--- src/rtl/tx_sym_framer.sv ---
// rtl/tx_sym_framer.sv - serialises SERVICE/DATA/TAIL/PAD bits of one PSDU into OFDM-symbol sized groups
module tx_sym_framer (
    input  logic        i_clock,
    input  logic        i_reset,
    input  logic        i_enable,
    input  logic        i_start,
    input  logic [7:0]  i_pkt_rate,
    input  logic [15:0] i_pkt_len,
    input  logic [7:0]  i_byte_in,
    input  logic        i_byte_in_valid,
    output logic        o_byte_in_ready,
    output logic        o_bit_out,
    output logic        o_bit_out_valid,
    input  logic        i_bit_out_ready,
    output logic        o_sym_start,
    output logic        o_last_sym,
    output logic [15:0] o_sym_cnt,
    output logic        o_done,
    output logic        o_rate_err
);

    localparam logic [2:0] S_IDLE    = 3'd0;
    localparam logic [2:0] S_SERVICE = 3'd1;
    localparam logic [2:0] S_DATA    = 3'd2;
    localparam logic [2:0] S_TAIL    = 3'd3;
    localparam logic [2:0] S_PAD     = 3'd4;
    localparam logic [2:0] S_DONE    = 3'd5;

    logic [2:0]  r_state;
    logic [8:0]  r_n_dbps;
    logic [15:0] r_pkt_len;
    logic [19:0] r_target;
    logic [8:0]  r_sym_bit_cnt;
    logic [19:0] r_emitted;
    logic [15:0] r_sym_cnt;
    logic [15:0] r_bytes_fetched;
    logic [7:0]  r_buf;
    logic        r_buf_full;
    logic [2:0]  r_bit_idx;
    logic [3:0]  r_phase_cnt;
    logic        r_last_sym;
    logic        r_rate_err;

    logic [8:0]  w_lut_dbps;
    logic        w_zero_bit_state;
    logic        w_valid;
    logic        w_xfer;
    logic        w_sym_first;
    logic        w_sym_last;
    logic        w_last_calc;

    // The whole rate byte is decoded so HT codes with bit 3 set fall to 0.
    always_comb begin
        w_lut_dbps = 9'd0;
        casez (i_pkt_rate)
            8'b0???_1011: w_lut_dbps = 9'd24;
            8'b0???_1111: w_lut_dbps = 9'd36;
            8'b0???_1010: w_lut_dbps = 9'd48;
            8'b0???_1110: w_lut_dbps = 9'd72;
            8'b0???_1001: w_lut_dbps = 9'd96;
            8'b0???_1101: w_lut_dbps = 9'd144;
            8'b0???_1000: w_lut_dbps = 9'd192;
            8'b0???_1100: w_lut_dbps = 9'd216;
            8'b1???_0000: w_lut_dbps = 9'd26;
            8'b1???_0001: w_lut_dbps = 9'd52;
            8'b1???_0010: w_lut_dbps = 9'd78;
            8'b1???_0011: w_lut_dbps = 9'd104;
            8'b1???_0100: w_lut_dbps = 9'd156;
            8'b1???_0101: w_lut_dbps = 9'd208;
            8'b1???_0110: w_lut_dbps = 9'd234;
            8'b1???_0111: w_lut_dbps = 9'd260;
            default:      w_lut_dbps = 9'd0;
        endcase
    end

    // PAD with a freshly completed symbol has nothing left to send.
    assign w_zero_bit_state = (r_state == S_SERVICE) || (r_state == S_TAIL) ||
                              ((r_state == S_PAD) && (r_sym_bit_cnt != 9'd0));
    assign w_valid     = i_enable && (w_zero_bit_state || ((r_state == S_DATA) && r_buf_full));
    assign w_xfer      = w_valid && i_bit_out_ready;
    assign w_sym_first = (r_sym_bit_cnt == 9'd0);
    assign w_sym_last  = (r_sym_bit_cnt == (r_n_dbps - 9'd1));
    assign w_last_calc = ({1'b0, r_target} <= ({1'b0, r_emitted} + {12'd0, r_n_dbps}));

    assign o_bit_out_valid = w_valid;
    assign o_bit_out       = w_valid && (r_state == S_DATA) && r_buf[0];
    assign o_sym_start     = w_valid && w_sym_first;
    assign o_last_sym      = w_valid && (w_sym_first ? w_last_calc : r_last_sym);
    assign o_byte_in_ready = i_enable && (r_state == S_DATA) && !r_buf_full &&
                             (r_bytes_fetched < r_pkt_len);
    assign o_sym_cnt       = r_sym_cnt;
    assign o_done          = i_enable && (r_state == S_DONE);
    assign o_rate_err      = r_rate_err;

    always_ff @(posedge i_clock) begin
        if (i_reset) begin
            r_state         <= S_IDLE;
            r_n_dbps        <= 9'd0;
            r_pkt_len       <= 16'd0;
            r_target        <= 20'd0;
            r_sym_bit_cnt   <= 9'd0;
            r_emitted       <= 20'd0;
            r_sym_cnt       <= 16'd0;
            r_bytes_fetched <= 16'd0;
            r_buf           <= 8'd0;
            r_buf_full      <= 1'b0;
            r_bit_idx       <= 3'd0;
            r_phase_cnt     <= 4'd0;
            r_last_sym      <= 1'b0;
            r_rate_err      <= 1'b0;
        end else begin
            r_rate_err <= 1'b0;
            if (i_enable) begin
                if (w_xfer) begin
                    r_emitted <= r_emitted + 20'd1;
                    if (w_sym_first)
                        r_last_sym <= w_last_calc;
                    if (w_sym_last) begin
                        r_sym_bit_cnt <= 9'd0;
                        r_sym_cnt     <= r_sym_cnt + 16'd1;
                    end else begin
                        r_sym_bit_cnt <= r_sym_bit_cnt + 9'd1;
                    end
                end
                case (r_state)
                    S_IDLE: begin
                        if (i_start) begin
                            if (w_lut_dbps != 9'd0) begin
                                r_n_dbps        <= w_lut_dbps;
                                r_pkt_len       <= i_pkt_len;
                                r_target        <= {1'b0, i_pkt_len, 3'b000} + 20'd22;
                                r_sym_bit_cnt   <= 9'd0;
                                r_emitted       <= 20'd0;
                                r_sym_cnt       <= 16'd0;
                                r_bytes_fetched <= 16'd0;
                                r_buf_full      <= 1'b0;
                                r_bit_idx       <= 3'd0;
                                r_phase_cnt     <= 4'd0;
                                r_last_sym      <= 1'b0;
                                r_state         <= S_SERVICE;
                            end else begin
                                r_rate_err <= 1'b1;
                            end
                        end
                    end
                    S_SERVICE: begin
                        if (w_xfer) begin
                            r_phase_cnt <= r_phase_cnt + 4'd1;
                            if (r_phase_cnt == 4'd15)
                                r_state <= (r_pkt_len == 16'd0) ? S_TAIL : S_DATA;
                        end
                    end
                    S_DATA: begin
                        if (o_byte_in_ready && i_byte_in_valid) begin
                            r_buf           <= i_byte_in;
                            r_buf_full      <= 1'b1;
                            r_bytes_fetched <= r_bytes_fetched + 16'd1;
                        end
                        if (w_xfer) begin
                            r_buf     <= {1'b0, r_buf[7:1]};
                            r_bit_idx <= r_bit_idx + 3'd1;
                            if (r_bit_idx == 3'd7) begin
                                r_buf_full <= 1'b0;
                                if (r_bytes_fetched == r_pkt_len)
                                    r_state <= S_TAIL;
                            end
                        end
                    end
                    S_TAIL: begin
                        if (w_xfer) begin
                            if (r_phase_cnt == 4'd5) begin
                                r_phase_cnt <= 4'd0;
                                r_state     <= S_PAD;
                            end else begin
                                r_phase_cnt <= r_phase_cnt + 4'd1;
                            end
                        end
                    end
                    S_PAD: begin
                        if (w_sym_first || (w_xfer && w_sym_last))
                            r_state <= S_DONE;
                    end
                    S_DONE:  r_state <= S_IDLE;
                    default: r_state <= S_IDLE;
                endcase
            end
        end
    end

endmodule

--- config.mk ---
export PLATFORM = sky130hd
export DESIGN_NAME = tx_sym_framer
export DESIGN_NICKNAME = d
export VERILOG_FILES = /design/src/rtl/tx_sym_framer.sv
export SDC_FILE = /design/constraint.sdc
export NUM_CORES = 1
export LEC_CHECK = 0
export CORE_MARGIN = 3
export CORE_UTILIZATION = 45
export CTS_CLUSTER_SIZE = 12
export DETAILED_ROUTE_END_ITERATION = 16
export GPL_TIMING_DRIVEN = 0
export SYNTH_ARGS = -nofsm -noshare
export SYNTH_HDL_FRONTEND = slang
export SYNTH_SLANG_ARGS = --single-unit
--- constraint.sdc ---
create_clock -name i_clock -period 4.74 [get_ports i_clock]
set_input_delay 0.948 -clock i_clock [delete_from_list [all_inputs] [get_ports i_clock]]
set_output_delay 0.948 -clock i_clock [all_outputs]
set_load 0.02 [all_outputs]
======== Word level (Yosys, flattened, before mapping) ========
Index checks and enable logic that the tools add are counted.
word-level totals
  flip-flop bits (word level) ............. 127
  word-level logic and storage cells ...... 155
  input port bits ......................... 38
  output and inout bits ................... 23
operators by class
  muxes and demuxes ....................... 55
  add/sub/neg operators ................... 9
  magnitude comparators ................... 2
  reductions and logical operators ........ 35
  equal/unequal tests ..................... 37
  bitwise logic cells ..................... 3
operator list
  operator                                        count
  case mux 9 bit (16 select lines)                1
  two-way mux 16 bit                              8
  two-way mux 20 bit                              4
  two-way mux 9 bit                               5
  == test 5 x 4 -> 1 bit (second input constant)  8
  == test 5 bit (second input constant)           8
  two-way mux 3 bit                               13
  adder 16 x 1 -> 16 bit (second input constant)  2
  case mux 16 bit (2 select lines)                1
  adder 20 x 9 -> 21 bit                          1
  less-or-equal comparator 20 x 21 -> 1 bit       1
  adder 19 x 5 -> 20 bit (second input constant)  1
  adder 20 x 1 -> 20 bit (second input constant)  1
  two-way mux 4 bit                               5
  nonzero test 9 bit                              2
  == test 16 bit                                  1
  logical NOT 16 bit                              1
  < comparator 16 bit                             1
  two-way mux 8 bit                               2
  case mux 3 bit (5 select lines)                 1
  logical AND 1 bit                               14
  two-way mux 1 bit                               12
  != test 2 x 1 -> 1 bit (second input constant)  6
  case mux 4 bit (3 select lines)                 1
  other kinds (26)                                41

======== Logic depth before layout (Yosys ltp) ========
  depth in word-level cells ............... 10
  depth in mapped cells ................... 16
  depth with buffers taken out ............ 16

======== Worst setup path after synthesis ========
Ideal clock, no wire load.
  kind .................................... reg2out
  from .................................... register r_emitted[2]
  to ...................................... output o_last_sym
  path buffers ............................ 0
  data arrival time ....................... 3.070 ns
  required time ........................... 3.792 ns
  setup slack ............................. 0.722 ns
  stages on the path, launching flop included .. 15
  cells stage by stage .................... dfxtp_1 > ha_1 > a21o_1 > a21oi_1 > o21ai_0 > a41oi_1 > nor3_1 > xnor2_1 > ha_1 > a21o_1 > a21oi_1 > o211ai_1 > o211ai_1 > a31oi_1 > a21oi_1
between the ends
  longest elaborated chain between the ends .. 4
ends and longest elaborated chain
  what                                       line  text
  start: declaration                         34    logic [19:0] r_emitted;
  start signal: assignment                   115   r_emitted <= r_emitted + 20'd1;
  adder 20 x 9 -> 21 bit                     83    assign w_last_calc = ({1'b0, r_target} <= ({1'b0, r_emitted} + {12'd0, r_n_dbps}));
  less-or-equal comparator 20 x 21 -> 1 bit  83
  two-way mux 1 bit                          88    assign o_last_sym = w_valid && (w_sym_first ? w_last_calc : r_last_sym);
  logical AND 1 bit                          88
  end: declaration                           16    output logic o_last_sym,
Every way passes these cells.

======== Worst setup path after layout ========
  from .................................... register r_n_dbps[7]
  to ...................................... output o_last_sym
between the ends
  longest elaborated chain between the ends .. 4
ends and longest elaborated chain
  what                                       line  text
  start: declaration                         30    logic [8:0] r_n_dbps;
  start signal: assignment                   129   r_n_dbps <= w_lut_dbps;
  adder 20 x 9 -> 21 bit                     83
  less-or-equal comparator 20 x 21 -> 1 bit  83
  two-way mux 1 bit                          88
  logical AND 1 bit                          88
Every way passes these cells.

==> impl_metrics.env <==
export IMPL_p_switching_uw=754.1
export IMPL_grt_overflow=0
export IMPL_cts_made_buffers=17
export IMPL_synthArstFlopShare_pct=0
export IMPL_drv_cap=0
export IMPL_vdd_ir_drop_max_uv=229.8
export IMPL_routedWlPerCell_um=17.75
export IMPL_start_util_pct=46.15
export IMPL_area_growth_pct=20.43
export IMPL_mostFrequentLayoutCells="dfxtp_1, nand2_1, a21oi_1, nor2_1, ha_1"
export IMPL_hold_viol=0
export IMPL_clock_skew_ns=0.009074
export IMPL_post_route_min_period_ns=4.655
export IMPL_ys_seq_elements=123
export IMPL_synthFlopType="dfxtp_1"
export IMPL_nNetsFinal=1143
export IMPL_post_drt_via_cell_ratio=5.864
export IMPL_worst_pin_slew_ns=0.7348
export IMPL_dp_hpwl_um=16800
export IMPL_p_seq_share_pct=38.7
export IMPL_startpoint_type="flip-flop"
export IMPL_synth_compound_area_share_pct=21.49
export IMPL_gp_congestion=0.8894
export IMPL_cp_required_ns=3.79
export IMPL_synth_edf_count=0
export IMPL_fin_util_pct=55.57
export IMPL_coreArea_um2=16640
export IMPL_syn_area_um2=7680
export IMPL_clk_pin_slew_worst_paths_ns=0.06
export IMPL_synth_xor_area_share_pct=5.930
export IMPL_grt_pass1_vias=6793
export IMPL_arrival_ns=3.71
export IMPL_numPortBuffers=53
export IMPL_htree_levels=4
export IMPL_setup_slack_ns=0.08505
export IMPL_fmax_mhz=214.8
export IMPL_endpoint_kind="primary output"
export IMPL_rsz0062_at_grt="yes"
export IMPL_intPower_mw=2.052
export IMPL_post_place_ws_ns=-0.4410
export IMPL_cts_buffer_depth=2
export IMPL_pwr_share_clk_pct=47.3
export IMPL_drtIter0Drc=505
export IMPL_relSlewSlack_pct=50.33
export IMPL_num_antenna_cells=0
export IMPL_setup_viol=0
export IMPL_path_max_fanout=6
export IMPL_cts_tree="built"
export IMPL_hold_class="flip-flop to flip-flop"
export IMPL_avgSynthCellArea_um2=7.893
export IMPL_dpl_cell_area_um2=8486
export IMPL_numClockSinks=123
export IMPL_final_common_cell="dfxtp_1"
export IMPL_fin_setup_tns_ns=0
export IMPL_yosysSeqAreaShare_pct=32.06
export IMPL_stdcell_area_um2=9249
export IMPL_grt_max_degree=17
export IMPL_clk_latency_ns=0.42
export IMPL_postRouteAntennaNets=0
export IMPL_totalWireLength_um=22780
export IMPL_synthAdderAreaFrac_pct=9.058
export IMPL_fp_dieArea_um2=18670
export IMPL_rows=47
export IMPL_drcViolationCount=0
export IMPL_synthesis_nets=1066
export IMPL_yosysWarnings=0
export IMPL_grtUsageTotal_pct=24.59
export IMPL_antenna_found_initial=0
export IMPL_powerDensity_nw_per_um2=303.4
export IMPL_fin_crit_sh_pct=98.21
export IMPL_die_w_um=136.6
export IMPL_layout_drive_gt1_share_pct=8.561
export IMPL_finalMaxSlewViolations=0
export IMPL_synthCells=973
export IMPL_status="complete, no violations"
export IMPL_n_fill_cell=1567
export IMPL_dr_total_vias=7524
export IMPL_synth_top_family_by_area="simple AND/OR/NAND/NOR gates"
export IMPL_cts_root_buf="clkbuf_16"
export IMPL_synth_simple_area_share_pct=25.95
export IMPL_drt_first_pass_iters=5
export IMPL_grt_pass1_wl_um=36070
export IMPL_ios=61
export IMPL_yosysUniqueCellTypes=70
export IMPL_p_sw_share_pct=26.87
export IMPL_muxShareOfSynthArea_pct=0.3910
export IMPL_criticalPathCategory="flip-flop to primary output"
export IMPL_fp_dieH_um=136.6
export IMPL_p_comb_share_pct=13.9
export IMPL_leakage_nw=3.194
## flip-flops by register name, indices dropped and copies added (netlist names)
register / count
o_rate_err: 1
o_sym_cnt: 16
r_bit_idx: 3
r_buf: 8
r_buf_full: 1
r_bytes_fetched: 16
r_emitted: 20
r_last_sym: 1
r_n_dbps: 8
r_phase_cnt: 4
r_pkt_len: 16
r_state: 3
r_sym_bit_cnt: 9
r_target: 17
## power groups by stage
stage	Combinational (mW)	Sequential, mW	Clock [mW]
after floorplan	0.249	1.10	0
after global placement	0.370	1.11	0
after detailed placement	0.373	1.11	0
after CTS	0.382	1.09	1.34
after global routing	0.434	1.09	1.38
final	0.391	1.09	1.33
## what timing repair did
item / CTS / global route
endpoints found under the setup margin: 1 / 1
resized for setup: 26 / 16
hold buffers: 0 / 0
pin swaps: 9 / 12
buffers inserted: 5 / 1
## per-stage QoR
step	power, mW	hold WS, ns	std cells
CTS	2.810	0.4586	1282
global placement	1.479	0.4454	1246
detailed placement	1.482	0.4507	1246
floorplan	1.347	0.4363	973
finish	2.806	0.4554	1283
global route	2.907	0.4909	1283
## layout make-up
cell class	count	area, um2	area share, %
inverters	48	180.2	1.948
repair buffers	59	576.8	6.236
clock inverters	11	145.1	1.569
flip-flops and latches	123	2476	26.77
multi-input cells	751	4936	53.37
plain buffers	50	209.0	2.259
clock buffers	21	450.4	4.870
well taps	220	275.3	2.976
## worst paths after layout
kind,slack [ns],startpoint,depth (start not counted),to
worst max-delay path,0.09,r_n_dbps[7]$_SDFFE_PP0P_,12,o_last_sym
worst min-delay path,0.46,r_pkt_len[4]$_SDFFE_PP0P_,2,r_pkt_len[4]$_SDFFE_PP0P_
worst max register to register,1.13,r_sym_bit_cnt[0]$_SDFFE_PP0P_,9,r_buf[6]$_SDFFE_PP0P_
worst min register to register,0.46,r_pkt_len[4]$_SDFFE_PP0P_,2,r_pkt_len[4]$_SDFFE_PP0P_
## cell families after synthesis
kind of cell             Yosys count
flip-flops                       123
XOR/XNOR                          52
AO/OA/AOI/OAI                    255
adder cells (fa/ha/maj)           55
buffers and inverters             99
multiplexers                       3
AND/OR/NAND/NOR                  386
## worst max-delay path, cell delays in order (launching register included)
cell      delay (ns)
dfxtp_1         0.53
ha_1            0.33
or3_1           0.31
o21ai_1         0.38
a211oi_2        0.10
xnor2_1         0.19
ha_1            0.35
nand4_1         0.15
o211ai_1        0.25
o211ai_1        0.13
a31oi_2         0.29
a21oi_2         0.13
buf_6           0.15
## routing by layer
| layer | global-route usage (%) | vias up | routed length [um] |
|---|---|---|---|
| met5 | 0 | - | 0 |
| met1 | 35.06 | 3590 | 11010 |
| met2 | 38.06 | 168 | 10410 |
| li1 | - | 3740 | - |
| met4 | 5.599 | 0 | 307 |
| met3 | 5.331 | 26 | 1053 |
## synthesized netlist by cell type, types with 7 or more instances
cell type / number / area [um2]
dfxtp_1: 123 / 2462
and3_1: 18 / 112.6
or4_1: 14 / 105.1
or3_1: 21 / 131.4
o2111ai_1: 7 / 61.31
a311oi_1: 11 / 96.34
nor4_1: 14 / 87.58
clkbuf_1: 42 / 157.7
xor2_1: 23 / 201.4
nand4_1: 23 / 143.9
o31ai_1: 16 / 120.1
a21oi_1: 90 / 450.4
and4_1: 10 / 87.58
a211oi_1: 21 / 157.7
nor3_1: 25 / 125.1
o211ai_1: 8 / 60.06
nand2_1: 107 / 401.6
inv_1: 48 / 180.2
ha_1: 54 / 675.7
o21ai_0: 44 / 220.2
xnor2_1: 29 / 254.0
nor2_1: 70 / 262.8
nand3_1: 43 / 215.2
No activity file was read; power rests on OpenSTA's default activity.
